--- src/rtl/axis_out_unpack.sv ---
// Rebuilds ROWS-lane Y_BITS-wide output beats from wide AXIS beats of sign-padded words.
// Latency: input handshake at edge E0, m_valid rises after E1 at the earliest; one input beat per cycle.
// Backpressure: a completed beat waits for m_ready, then words stop moving and s_axis_tready drops.
module axis_out_unpack #(
  parameter int ROWS    = 8,
  parameter int Y_BITS  = 24,
  parameter int Y_PAD   = 32,
  parameter int S_WIDTH = 128
) (
  input  logic                   aclk,
  input  logic                   aresetn,
  output logic                   s_axis_tready,
  input  logic                   s_axis_tvalid,
  input  logic                   s_axis_tlast,
  input  logic [S_WIDTH-1:0]     s_axis_tdata,
  input  logic [S_WIDTH/8-1:0]   s_axis_tkeep,
  input  logic                   m_ready,
  output logic                   m_valid,
  output logic [ROWS*Y_BITS-1:0] m_data,
  output logic [ROWS-1:0]        m_keep,
  output logic                   m_last,
  output logic                   err_keep,
  output logic                   err_pad
);

  localparam int W_IN = S_WIDTH / Y_PAD;
  localparam int FW   = $clog2(ROWS + 1);
  localparam int CW   = $clog2(W_IN + 1);

  // Input buffer: one unpadded beat plus read pointer and kept-word count
  logic                   rst_done;
  logic                   in_valid;
  logic                   in_last;
  logic [CW-1:0]          in_cnt;
  logic [CW-1:0]          in_ptr;
  logic [W_IN*Y_BITS-1:0] in_flat;

  // Assembly register; lanes at and above fill are always zero
  logic [ROWS*Y_BITS-1:0] asm_flat;
  logic [FW-1:0]          fill;

  int                     fill_i, ptr_i, avail_i, space_i, k_i, filled_i, cnt_i;
  logic                   take_all, complete, out_free, move, s_hs;
  logic [ROWS*Y_BITS-1:0] nxt_flat;
  logic [ROWS-1:0]        nxt_keep;
  logic [CW-1:0]          beat_cnt;
  logic                   beat_contig, beat_pad_bad;
  logic                   unused_keep;

  // Only one keep bit per padded word is meaningful
  assign unused_keep = ^s_axis_tkeep;

  // Word movement, beat completion and input ready
  always_comb begin
    fill_i   = int'(fill);
    ptr_i    = int'(in_ptr);
    avail_i  = in_valid ? (int'(in_cnt) - ptr_i) : 0;
    space_i  = ROWS - fill_i;
    k_i      = (avail_i < space_i) ? avail_i : space_i;
    filled_i = fill_i + k_i;
    take_all = in_valid && (k_i == avail_i);
    complete = in_valid && ((filled_i == ROWS) || (take_all && in_last));
    out_free = !m_valid || m_ready;
    move     = in_valid && (!complete || out_free);
    s_axis_tready = rst_done && (!in_valid || (move && take_all));
    s_hs     = s_axis_tvalid && s_axis_tready;
  end

  // Merge the words taken this cycle into the assembly lanes
  always_comb begin
    nxt_flat = asm_flat;
    nxt_keep = '0;
    for (int r = 0; r < ROWS; r++) begin
      for (int i = 0; i < W_IN; i++) begin
        if (r >= fill_i && r < filled_i && i == ptr_i + r - fill_i)
          nxt_flat[Y_BITS*r +: Y_BITS] = in_flat[Y_BITS*i +: Y_BITS];
      end
      nxt_keep[r] = (r < filled_i);
    end
  end

  // Incoming beat: kept-word count, keep contiguity and sign-pad checks
  always_comb begin
    cnt_i        = 0;
    beat_contig  = 1'b1;
    beat_pad_bad = 1'b0;
    for (int i = 0; i < W_IN; i++)
      if (s_axis_tkeep[i*Y_PAD/8]) cnt_i = cnt_i + 1;
    for (int i = 0; i < W_IN; i++) begin
      if (s_axis_tkeep[i*Y_PAD/8] != (i < cnt_i)) beat_contig = 1'b0;
      if (s_axis_tkeep[i*Y_PAD/8] &&
          (|s_axis_tdata[Y_PAD*i+Y_BITS-1 +: Y_PAD-Y_BITS+1]) &&
          !(&s_axis_tdata[Y_PAD*i+Y_BITS-1 +: Y_PAD-Y_BITS+1]))
        beat_pad_bad = 1'b1;
    end
    beat_cnt = CW'(cnt_i);
  end

  // Hold input ready low for the first cycle out of reset
  always_ff @(posedge aclk or negedge aresetn) begin
    if (!aresetn) rst_done <= 1'b0;
    else          rst_done <= 1'b1;
  end

  // Input buffer load on handshake, pointer advance as words drain
  always_ff @(posedge aclk or negedge aresetn) begin
    if (!aresetn) begin
      in_valid <= 1'b0;
      in_last  <= 1'b0;
      in_cnt   <= '0;
      in_ptr   <= '0;
      in_flat  <= '0;
    end else if (s_hs) begin
      in_valid <= 1'b1;
      in_last  <= s_axis_tlast;
      in_cnt   <= beat_cnt;
      in_ptr   <= '0;
      for (int i = 0; i < W_IN; i++)
        in_flat[Y_BITS*i +: Y_BITS] <= s_axis_tdata[Y_PAD*i +: Y_BITS];
    end else if (move) begin
      if (take_all) in_valid <= 1'b0;
      else          in_ptr   <= in_ptr + CW'(k_i);
    end
  end

  // Assembly accumulates words and restarts empty after each completed beat
  always_ff @(posedge aclk or negedge aresetn) begin
    if (!aresetn) begin
      asm_flat <= '0;
      fill     <= '0;
    end else if (move) begin
      if (complete) begin
        asm_flat <= '0;
        fill     <= '0;
      end else begin
        asm_flat <= nxt_flat;
        fill     <= FW'(filled_i);
      end
    end
  end

  // Output register, held until the consumer accepts it
  always_ff @(posedge aclk or negedge aresetn) begin
    if (!aresetn) begin
      m_valid <= 1'b0;
      m_data  <= '0;
      m_keep  <= '0;
      m_last  <= 1'b0;
    end else if (move && complete) begin
      m_valid <= 1'b1;
      m_data  <= nxt_flat;
      m_keep  <= nxt_keep;
      m_last  <= take_all && in_last;
    end else if (m_ready) begin
      m_valid <= 1'b0;
    end
  end

  // Sticky error flags, cleared only by reset
  always_ff @(posedge aclk or negedge aresetn) begin
    if (!aresetn) begin
      err_keep <= 1'b0;
      err_pad  <= 1'b0;
    end else if (s_hs) begin
      err_keep <= err_keep | !beat_contig;
      err_pad  <= err_pad | beat_pad_bad;
    end
  end

endmodule

--- config.mk ---
export PLATFORM = sky130hd
export DESIGN_NAME = axis_out_unpack
export DESIGN_NICKNAME = d
export VERILOG_FILES = /design/src/rtl/axis_out_unpack.sv
export SDC_FILE = /design/constraint.sdc
export NUM_CORES = 1
export LEC_CHECK = 0
export BUFFER_PORTS_ARGS = -buffer_cell sky130_fd_sc_hd__buf_2
export CAP_MARGIN = 20
export CORE_MARGIN = 2
export CORE_UTILIZATION = 58
export DETAILED_ROUTE_END_ITERATION = 10
export PLACE_DENSITY = 0.78
export SYNTH_ARGS = -nofsm -noshare
export SYNTH_HDL_FRONTEND = slang
export SYNTH_SLANG_ARGS = --single-unit
--- constraint.sdc ---
create_clock -name aclk -period 8.3 [get_ports aclk]
set_clock_uncertainty 0.2 [all_clocks]
set_input_delay 0.415 -clock aclk [delete_from_list [all_inputs] [get_ports aclk]]
set_output_delay 0.415 -clock aclk [all_outputs]
set_load 0.1 [all_outputs]
==> metrics.txt <==
status=completed; Hold Violations, Final=0; Worst Hold Class=input port to flop; placed inst area=0.0270 mm2; Max Cap Viol=0; mapped cell area=0.0250 mm2; Layout area overhead=19.1%; data required time at the worst endpoint=7.69 ns; GRT Resource Usage Total=33.3%; setup tns final=0 ns; post-layout minimum cycle time=7.47 ns; full die area=0.0448 mm2; DRT Wirelength=74200 um; EDFF count, synth=0; TritonCTS buffer count=51; top cell type's share of synthesized area=50.5%; Net count, final=2851; Max Slew Vio Count=0; Clock Sink Count=505; Final Cell Area=0.0298 mm2; Setup Crit Path Kind=flop to output pin; Slew @ Worst Pin=1.10 ns; Worst setup SP type=flop; CP endpoint kind=output pin; period utilization=90.0%; #FFs+latches synth=505; global route total overflow=0; Ports=354; Clk pin slew, worst setup/hold paths=0.06 ns; Seq/Total Area, Yosys=50.5%; number of setup buffers added after CTS=0; Via density=6.02; worst reg-to-reg setup slack=0.83 ns; detailed-route DRC error count=0; Ys Warns=0; Worst-Skew Late Latency=0.59 ns; unrepaired setup endpoints after global routing=false; Mapped Nets=2481; routed len/inst=22.9 um; leading area contributor after synthesis=dfrtp_1; layout cell share with drive strength beyond 1=20.5%; # hold bufs at CTS=100; wire length of the first global-routing pass=113000 um; core area=0.0428 mm2; site row count=76; routed vias=19489; largest cells by area after synthesis=dfrtp_1 51%, mux2i_1 12%, nand2_1 5.3%; count leader, synth=dfrtp_1; Rel. slew slack=25.8%; Port Buf Inserts=341; root buffer cell=clkbuf_16; drt initial violations=1802; fmax=0.134 GHz; Inst Count DP=3038; Cell variety after synth=65; vias in the first global route=19398; hpwl dp=51300 um; Chip Height=212 um; pin count of the biggest net entering global routing=143; Final Setup Violations=0; drt first pass iters=7; initial antenna violation count=5; CTS resizes=0; Syn Area/Cell=11.0 um2; Bufs on Longest Clock Path=3; Final ANT Viol Nets=0; Placer Congestion=0.875; CP max FO=11; asr flop ratio synth=100%; Primary FF master, synth=dfrtp_1; Non-Filler Instances=3240; initial core utilization=58.4%; die width=212 um; CTS tree=done; most frequent cells after synthesis=505 x dfrtp_1, 353 x nand2_1, 301 x mux2i_1, 200 x o21ai_0, 158 x o21ai_1; crit path DAT=6.86 ns; htree depth=2; cell count after synthesis=2278
==> worst max-delay path, stage by stage, from the launching register on <==
cell       delay (ns)
dfrtp_1          0.61
inv_1            0.25
ha_1             0.33
a21o_1           0.24
ha_1             0.28
inv_1            0.04
a2111oi_0        0.37
a22o_1           0.40
mux2i_1          0.36
ha_1             0.25
a211oi_1         0.08
nor3b_1          0.47
o21ai_0          0.21
ha_1             0.36
or4_1            0.47
nor4_1           0.26
and4_1           0.31
and2_1           0.22
and3_1           0.21
a211o_1          0.18
nor2b_1          0.06
buf_2            0.29
==> layout by cell type (no fill, tap or decap), drive strengths merged, types with 6 or more instances in the layout <==
master / count
clkinv: 7
a31oi: 13
and2: 7
xor2: 12
xnor2: 7
a2111oi: 6
dlygate4sd3: 100
inv: 32
mux4: 26
fa: 12
a21oi: 40
nor2b: 26
mux2: 102
ha: 42
buf: 379
nor2: 50
o31ai: 6
nand2b: 15
nor3: 8
a211oi: 22
a211o: 6
a32o: 18
clkbuf: 79
mux2i: 301
nand2: 354
nor4: 7
a22o: 53
diode: 6
nand4: 6
nor3b: 22
dfrtp: 505
nand3: 13
o21ai: 358
a21o: 11
==> final cells by class <==
class / count / area, um2
Antenna cell: 6 / 15.0
Clock buffer: 79 / 1480
Clock inverter: 14 / 164
Fill cell: 3108 / 13000
Inverter: 31 / 118
Multi-Input combinational cell: 1580 / 11500
Sequential cell: 505 / 12600
Tap cell: 546 / 683
Timing Repair Buffer: 479 / 3130
==> worst paths after layout <==
path / to / cells after the start / from
worst max-delay path: s_axis_tready / 21 / fill[1]
worst min-delay path: err_pad / 3 / s_axis_tkeep[8]
worst max register to register: asm_flat[143] / 20 / fill[1]
worst min register to register: m_data[154] / 2 / m_data[154]
max in group asynchronous: in_flat[21] / 3 / aresetn
min in group asynchronous: m_data[118] / 2 / aresetn
==> kinds of logic (layout without fill, tap and decap cells) <==
group                      after synthesis  count (layout)  synth area share (%)
buffers and inverters                  193             603                  3.56
muxes                                  429             429                  19.6
and+or+nand+nor                        520             520                  9.09
AOI/OAI and AO/OA                      557             557                  13.4
other                                    1               7                0.0150
xor gates and xnor gates                19              19                 0.665
DFF                                    505             505                  50.5
adders and majority gates               54              54                  3.06
==> sequential cells by signal, indices dropped and copies added (netlist names), 3 cells and up <==
| name | count |
|---|---|
| in_ptr | 3 |
| m_keep | 8 |
| asm_flat | 192 |
| m_data | 192 |
| in_cnt | 3 |
| fill | 4 |
| in_flat | 96 |
==> per-layer routing <==
metal	vias up	global-route usage [%]	share of wire [%]
met4	0	15.3	4.9
met1	9661	45.7	41
met2	816	51.4	46
met5	-	0	0
met3	170	6.73	7.7
li1	8842	-	-
==> stage by stage <==
stage,hold WS (ns),setup WS (ns),util [%]
finish,0.0542,0.826,69.6
global route,0.0599,0.182,69.6
CTS,0.0356,0.843,69.4
detailed placement,0.260,0.911,63.2
global placement,0.257,1.08,63.2
floorplan,-0.0806,1.78,-
Power is not shown: default switching activity piles up to over one toggle a cycle in this logic, so the estimate is an artifact.
